**src/rtl/serial_frame_receiver_if.sv**
```systemverilog
// Serial frame receiver bus: serial line, bit strobe and order select toward
// the receiver; received word with valid/ack handshake and error pulses back.
//   master : serial source / word consumer (drives sin, sen, msb_first, ack)
//   slave  : receiver (drives q, valid, ferr, ovr)
interface serial_frame_receiver_if #(
    parameter int unsigned N = 8
);
    logic         sin;
    logic         sen;
    logic         msb_first;
    logic         ack;
    logic [N-1:0] q;
    logic         valid;
    logic         ferr;
    logic         ovr;

    modport master (
        output sin, sen, msb_first, ack,
        input  q, valid, ferr, ovr
    );

    modport slave (
        input  sin, sen, msb_first, ack,
        output q, valid, ferr, ovr
    );
endinterface

```
**src/rtl/serial_frame_receiver.sv**
```systemverilog
// Serial-to-parallel frame receiver: start bit, N data bits (LSB- or
// MSB-first), stop bit. The assembled word is presented on a valid/ack
// handshake; bad stop bits pulse ferr, and a good frame overwriting an
// unacknowledged word pulses ovr.
//   clk   : rising-edge clock
//   nrst  : asynchronous active-low reset
//   bus   : slave side of serial_frame_receiver_if
//           sin/sen/msb_first/ack in, q/valid/ferr/ovr out (all registered)
module serial_frame_receiver #(
    parameter int unsigned N = 8
) (
    input  logic                   clk,
    input  logic                   nrst,
    serial_frame_receiver_if.slave bus
);
    localparam int unsigned CW = $clog2(N + 1);

    typedef enum logic [1:0] {
        IDLE,
        DATA,
        STOP,
        RESYNC
    } state_t;

    state_t        state;
    logic [CW-1:0] cnt;
    logic [N-1:0]  sh;
    logic          ord;
    logic [N-1:0]  q_r;
    logic          valid_r;
    logic          ferr_r;
    logic          ovr_r;

    // Frame reception, handshake and error pulses
    always_ff @(posedge clk or negedge nrst) begin
        if (!nrst) begin
            state   <= IDLE;
            cnt     <= '0;
            sh      <= '0;
            ord     <= 1'b0;
            q_r     <= '0;
            valid_r <= 1'b0;
            ferr_r  <= 1'b0;
            ovr_r   <= 1'b0;
        end else begin
            ferr_r <= 1'b0;
            ovr_r  <= 1'b0;

            // Consumer acknowledge; a good stop on this edge overrides below
            if (valid_r && bus.ack) begin
                valid_r <= 1'b0;
            end

            if (bus.sen) begin
                case (state)
                    IDLE: begin
                        if (!bus.sin) begin
                            state <= DATA;
                            cnt   <= '0;
                            ord   <= bus.msb_first;
                        end
                    end
                    DATA: begin
                        if (ord) begin
                            sh <= {sh[N-2:0], bus.sin};
                        end else begin
                            sh <= {bus.sin, sh[N-1:1]};
                        end
                        cnt <= cnt + CW'(1);
                        if (cnt == CW'(N - 1)) begin
                            state <= STOP;
                        end
                    end
                    STOP: begin
                        if (bus.sin) begin
                            q_r     <= sh;
                            valid_r <= 1'b1;
                            ovr_r   <= valid_r && !bus.ack;
                            state   <= IDLE;
                        end else begin
                            ferr_r <= 1'b1;
                            state  <= RESYNC;
                        end
                    end
                    RESYNC: begin
                        // Wait for the line to return high before hunting a start bit
                        if (bus.sin) begin
                            state <= IDLE;
                        end
                    end
                    default: begin
                        state <= IDLE;
                    end
                endcase
            end
        end
    end

    assign bus.q     = q_r;
    assign bus.valid = valid_r;
    assign bus.ferr  = ferr_r;
    assign bus.ovr   = ovr_r;
endmodule

```
**src/flat_wrapper.sv**
```systemverilog
// flat-port wrapper written by rule: the top's interface ports become plain ports
module serial_frame_receiver_flat 
#(
    parameter int unsigned N = 8
)
  (clk, nrst, bus_sin, bus_sen, bus_msb_first, bus_ack, bus_q, bus_valid, bus_ferr, bus_ovr);
  serial_frame_receiver_if #(.N(N)) bus_i ();
  input  logic clk;
  input  logic nrst;
  input wire logic [$bits(bus_i.sin)-1:0] bus_sin;
  input wire logic [$bits(bus_i.sen)-1:0] bus_sen;
  input wire logic [$bits(bus_i.msb_first)-1:0] bus_msb_first;
  input wire logic [$bits(bus_i.ack)-1:0] bus_ack;
  output wire logic [$bits(bus_i.q)-1:0] bus_q;
  output wire logic [$bits(bus_i.valid)-1:0] bus_valid;
  output wire logic [$bits(bus_i.ferr)-1:0] bus_ferr;
  output wire logic [$bits(bus_i.ovr)-1:0] bus_ovr;
  assign bus_i.sin = bus_sin;
  assign bus_i.sen = bus_sen;
  assign bus_i.msb_first = bus_msb_first;
  assign bus_i.ack = bus_ack;
  assign bus_q = bus_i.q;
  assign bus_valid = bus_i.valid;
  assign bus_ferr = bus_i.ferr;
  assign bus_ovr = bus_i.ovr;
  serial_frame_receiver #(.N(N)) u_core (.clk(clk), .nrst(nrst), .bus(bus_i));
endmodule
```
**config.mk**
```make
export PLATFORM = sky130hd
export DESIGN_NAME = serial_frame_receiver_flat
export DESIGN_NICKNAME = d
export VERILOG_FILES = /design/src/rtl/serial_frame_receiver_if.sv /design/src/rtl/serial_frame_receiver.sv /design/src/flat_wrapper.sv
export SDC_FILE = /design/constraint.sdc
export NUM_CORES = 1
export LEC_CHECK = 0
export ABC_AREA = 1
export BUFFER_PORTS_ARGS = -buffer_cell sky130_fd_sc_hd__buf_2
export CORE_MARGIN = 5
export CORE_UTILIZATION = 50
export CTS_BUF_LIST = sky130_fd_sc_hd__clkbuf_16
export CTS_CLUSTER_DIAMETER = 80
export DETAILED_ROUTE_END_ITERATION = 8
export PLACE_DENSITY = 0.85
export SYNTH_ARGS = -nofsm -noshare
export SYNTH_HDL_FRONTEND = slang
export SYNTH_SLANG_ARGS = --single-unit
```
**constraint.sdc**
```tcl
create_clock -name clk -period 1.1 [get_ports clk]
set_input_delay 0.055 -clock clk [delete_from_list [all_inputs] [get_ports clk]]
set_output_delay 0.055 -clock clk [all_outputs]
set_load 0.05 [all_outputs]
```
Yosys cells after proc, flatten, opt, wreduce, memory -nomap -nowiden
Index checks and enable logic that the tools add are counted.
- reduce and logical (&&, ||, !) cells: 10
- muxes and demuxes: 18
- add/subtract/negate cells: 1
- bitwise logic cells: 1
- eq/ne operators: 7
- operators by type and width (kind ; number):
    $mux 1 ; 10
    $reduce_and 3->1 ; 3
    $mux 2 ; 4
    $mux 8 ; 1
    $pmux 2 s4 ; 1
    $pmux 4 s2 ; 1
    $add 4x1->4 const B ; 1
    $eq 2x2->1 const B ; 2
    $eq 4x3->1 const B ; 1
    $mux 4 ; 1
    $ne 2x2->1 const B ; 2
    $reduce_and 4->1 ; 1
    $eq 2x1->1 const B ; 1
    $logic_and 1x1->1 ; 2
    $logic_not 2->1 ; 1
    $ne 2x1->1 const B ; 1
    $reduce_and 2->1 ; 1
    $reduce_bool 2->1 ; 1
    $logic_not 1->1 ; 1
    $not 1->1 ; 1
- bits of input ports: 6
- flip-flop bits (word level): 26
- output and inout bits: 11

Longest topological paths before layout
- word-level depth: 5
- depth in mapped cells: 7
- gate-level depth less buffers: 6

Worst setup path after synthesis
Ideal clock, no wire load.
- path type: register -> register
- start: register u_core.state[1]
- end: register u_core.sh[3]
- required time: 1.017 ns
- cell stages (with the launch flop): 7
- buffers on the path: 1
- setup time: 0.083 ns
- path slack: -0.023 ns
- data arrival time: 1.040 ns
- path through: dfrtp_1 -> inv_2 -> nand2_4 -> nor2_4 -> buf_6 -> o211ai_1 -> o21ai_0
- longest elaborated chain between the ends: 2
- RTL lines (what ; RTL line ; RTL):
    from (decl) ; serial_frame_receiver.sv:25 ; state_t state;
    from (signal assigned) ; serial_frame_receiver.sv:37 ; state <= IDLE;
    from (signal assigned) ; serial_frame_receiver.sv:58 ; state <= DATA;
    from (signal assigned) ; serial_frame_receiver.sv:71 ; state <= STOP;
    $eq 2x1->1 ; serial_frame_receiver.sv:55 ; case (state)
    $reduce_and 2->1 (no line) ; - ;
    to (signal assigned) ; serial_frame_receiver.sv:65 ; sh <= {sh[N-2:0], bus.sin};
    to (signal assigned) ; serial_frame_receiver.sv:67 ; sh <= {bus.sin, sh[N-1:1]};
    to (decl) ; serial_frame_receiver.sv:27 ; logic [N-1:0] sh;
No other way between the ends.
A chain may end at the register's enable or synchronous reset.

Final worst setup path
- start: register u_core.state[1]
- end: register u_core.q_r[1] (netlist: u_core.bus.q[1])
- longest elaborated chain between the ends: 2
- RTL lines (what ; RTL line ; RTL):
    $eq 2x2->1 ; serial_frame_receiver.sv:55 ;
    $reduce_and 3->1 (no line) ; - ;
    to (signal assigned) ; serial_frame_receiver.sv:76 ; q_r <= sh;
    to (decl) ; serial_frame_receiver.sv:29 ; logic [N-1:0] q_r;
No other way between the ends.

==> results.py <==
metrics = {
    "worst_hold_path": {
        "holdCritPathClass": "in -> reg",
    },
    "setup_path": {
        "crit_path_top_delay_cell": "dfrtp_1",
        "crit_path_start_kind": "register",
        "path_cells": "inv_2, buf_4, nor2_4, buf_6, nand3_4, nand2_1, o21ai_2",
        "worstPathArrival_ns": 1.37,
        "crit_family": "flip-flops",
        "path_buf_inv": 3,
        "critPathKind": "reg -> reg",
        "setup.worst_path.end_class": "register",
        "crit_fanout": 5,
        "worstPathRequired_ns": 1.25,
        "slowest_delay_ns": 0.37,
    },
    "logic_synthesis": {
        "yosys_warnings": 0,
        "synth_seq_cells": 26,
        "ys_top_cells_by_area": "dfrtp_1 (52%), nand2_1 (12%), o21ai_2 (5.6%)",
        "netlist_instances": 138,
        "yosys.area.top_type_share_pct": 52.37,
        "synth_top_cell_by_area": "dfrtp_1",
        "avgSynthCellArea_um2": 9.003,
        "yosysUniqueCellTypes": 21,
        "synth_nets": 145,
        "yosysSeqAreaShare_pct": 52.37,
        "netlist_area_um2": 1242,
    },
    "clock_tree": {
        "cts_max_path_buffers": 2,
        "cts_buffers": 3,
        "htree_num_levels": 1,
        "cts_tree": "built",
        "clk-insertion-delay-late_ns": 0.26,
        "cts-root-buf": "clkbuf_16",
        "path_clk_slew_ns": 0.06,
        "clock-sinks": 26,
    },
    "power": {
        "clkPwrFrac_pct": 20.0,
        "ir_drop_mv": 2.297,
        "p_comb_share_pct": 47.7,
        "intPower_mw": 2.948,
        "power_mw": 5.251,
        "powerDensity_nw_per_um2": 3086,
        "switching_share_pct": 43.87,
        "power_frac_seq_pct": 32.3,
        "p_leak_nw": 0.8079,
        "p_switching_mw": 2.304,
    },
    "floorplanning": {
        "die_y_um": 59.85,
        "core_area_um2": 2432,
        "rows": 18,
        "die_w_um": 59.85,
        "start_util_pct": 51.08,
        "io_pins": 17,
        "dieArea_um2": 3582,
    },
    "drt": {
        "drt_wl_total_mm": 3.547,
        "drtPass1Iterations": 6,
        "drc": 0,
        "final_antenna_net_count": 0,
        "dr.first_iter.drc_count": 91,
        "post_drt_wl_per_cell_um": 17.56,
        "via_per_inst": 5.668,
        "vias": 1145,
    },
    "layout": {
        "layout.nets": 180,
        "final_cell_mix": "nand2_1 (29), dfrtp_1 (24), buf_2 (16)",
        "drive_above_1_share_pct": 43.02,
        "final_cells": 202,
        "finalInstanceArea_um2": 1702,
        "diodes": 0,
        "final_common_cell": "nand2_1",
        "syn2layout_area_growth_pct": 36.96,
    },
    "timing": {
        "drv_slew": 0,
        "setup_viol_count_final": 18,
        "hold_violations": 0,
        "post-route-period-util_pct": 110.9,
        "rsz0062_at_grt": "yes",
        "fin_crit_ns": 1.220,
        "setup_ws_ns": -0.1200,
        "slew-limit-headroom_pct": 60.58,
        "clock.fmax_mhz": 819.7,
        "skew_ns": 0.001737,
        "worst_slew_pin_slew_ns": 0.5913,
    },
    "placed_design": {
        "post_dp_cell_area_um2": 1379,
        "port-buffer-count": 16,
        "dp_hpwl_mm": 1.924,
        "routabilityCongestion": 0.8637,
        "dp.cells": 185,
        "post-place-ws_ns": -0.1173,
    },
    "grt": {
        "antenna_found_initial": 0,
        "track_usage_pct": 20.41,
        "grt_pass1_wl_mm": 5.340,
        "grt_pass1_vias": 1139,
        "grt_max_degree": 27,
        "gr-total-overflow": 0,
    },
    "run_status": {
        "violations": "negative setup slack",
        "status": "finished with violations",
    },
    "flow_run": {
        "drv_cap": 0,
    },
}
[timing repair]
item | 4_1_cts | 5_1_grt
setup endpoints to repair | 23 | 23
buffers inserted | 3 | 6
pin swaps | 5 | 5
gates cloned | 1 | 2
resized for setup | 10 | 24
endpoints found under the hold margin | 26 | 0
hold buffers | 1 | 0
[worst reg2reg max path: cells and delay by family, from the launching register on]
family                 cells  cell delay, ns
DFF                        1            0.37
and+or+nand+nor            3            0.34
buffers and inverters      3            0.34
AOI/OAI and AO/OA          1            0.06
[power by group through the flow]
stage | sequential (mW) | combinational, mW | clock [mW]
global placement | 1.63 | 1.85 | 0
finish | 1.70 | 2.50 | 1.05
detailed placement | 1.66 | 1.96 | 0
floorplan | 2.03 | 1.03 | 0
global route | 1.76 | 2.66 | 1.11
CTS | 1.67 | 2.12 | 1.05
[layout make-up]
cell class / count / area [um^2]
well taps: 30 / 37.54
clock inverters: 1 / 30.03
multi-input cells: 93 / 623.1
repair buffers: 32 / 219.0
inverters: 17 / 63.81
clock buffers: 3 / 75.07
fillers: 148 / 730.7
flip-flops and latches: 26 / 653.1
[sequential cells by signal, indices dropped and copies added (netlist names)]
| signal | flops |
|---|---|
| u_core.cnt | 4 |
| u_core.bus.ferr | 1 |
| u_core.ord | 1 |
| u_core.state | 2 |
| u_core.bus.q | 8 |
| u_core.bus.valid | 1 |
| u_core.bus.ovr | 1 |
| u_core.sh | 8 |
[logic make-up after synthesis]
kind of cell	count (synthesis)	share of synthesized area (%)
XOR/XNOR	1	0.7051
adder cells (fa/ha/maj)	1	1.007
flip-flops	26	52.37
AND/OR/NAND/NOR	57	21.15
AO/OA/AOI/OAI	31	16.52
buffers and inverters	22	8.257
[metal layers]
metal	up-vias	wire length (um)	GRT usage (%)	part of all wire [%]
met5	-	0	0	0
met4	0	182	15.19	5.1
met3	16	177	3.240	5.0
met2	56	1796	33.95	51
met1	551	1389	23.31	39
li1	522	-	-	-
[synth_stat cells]
| library cell | instances |
|---|---|
| o21ai_0 | 12 |
| inv_1 | 16 |
| nor2_1 | 6 |
| inv_2 | 1 |
| buf_2 | 1 |
| buf_4 | 1 |
| o21ai_2 | 8 |
| xnor2_1 | 1 |
| dfrtp_1 | 26 |
| nor3_1 | 1 |
| a21oi_1 | 3 |
| nand3_1 | 5 |
| nand4_1 | 2 |
| nand2_1 | 39 |
| clkbuf_1 | 1 |
| o211ai_1 | 8 |
| nor2_4 | 2 |
| ha_1 | 1 |
| nand2_4 | 1 |
| buf_6 | 2 |
| nand3_4 | 1 |
[final timing paths]
path	startpoint	endpoint	slack, ns	cells after the start
min in group asynchronous	nrst	u_core.bus.q[4]$_DFFE_PN0P_	0.33	2
worst max-delay path	u_core.state[1]$_DFFE_PN0P_	u_core.bus.q[1]$_DFFE_PN0P_	-0.12	7
worst min register to register	u_core.bus.q[4]$_DFFE_PN0P_	u_core.bus.q[4]$_DFFE_PN0P_	0.48	2
worst min-delay path	bus_msb_first	u_core.ord$_DFFE_PN0P_	0.02	3
worst max register to register	u_core.state[1]$_DFFE_PN0P_	u_core.bus.q[1]$_DFFE_PN0P_	-0.12	7
max in group asynchronous	nrst	u_core.ord$_DFFE_PN0P_	0.35	2
[per-stage QoR]
| stage | hold slack (ns) | setup TNS [ns] | utilization (%) |
|---|---|---|---|
| finish | 0.01935 | -1.137 | 69.96 |
| global placement | 0.06846 | -0.4324 | 56.69 |
| detailed placement | 0.08411 | -1.613 | 56.69 |
| global route | 0.03527 | -2.000 | 69.96 |
| floorplan | -0.2406 | -0.02271 | - |
| CTS | 0.02069 | -0.1149 | 63.84 |
Note: power is estimated with default switching activity, not from simulation.
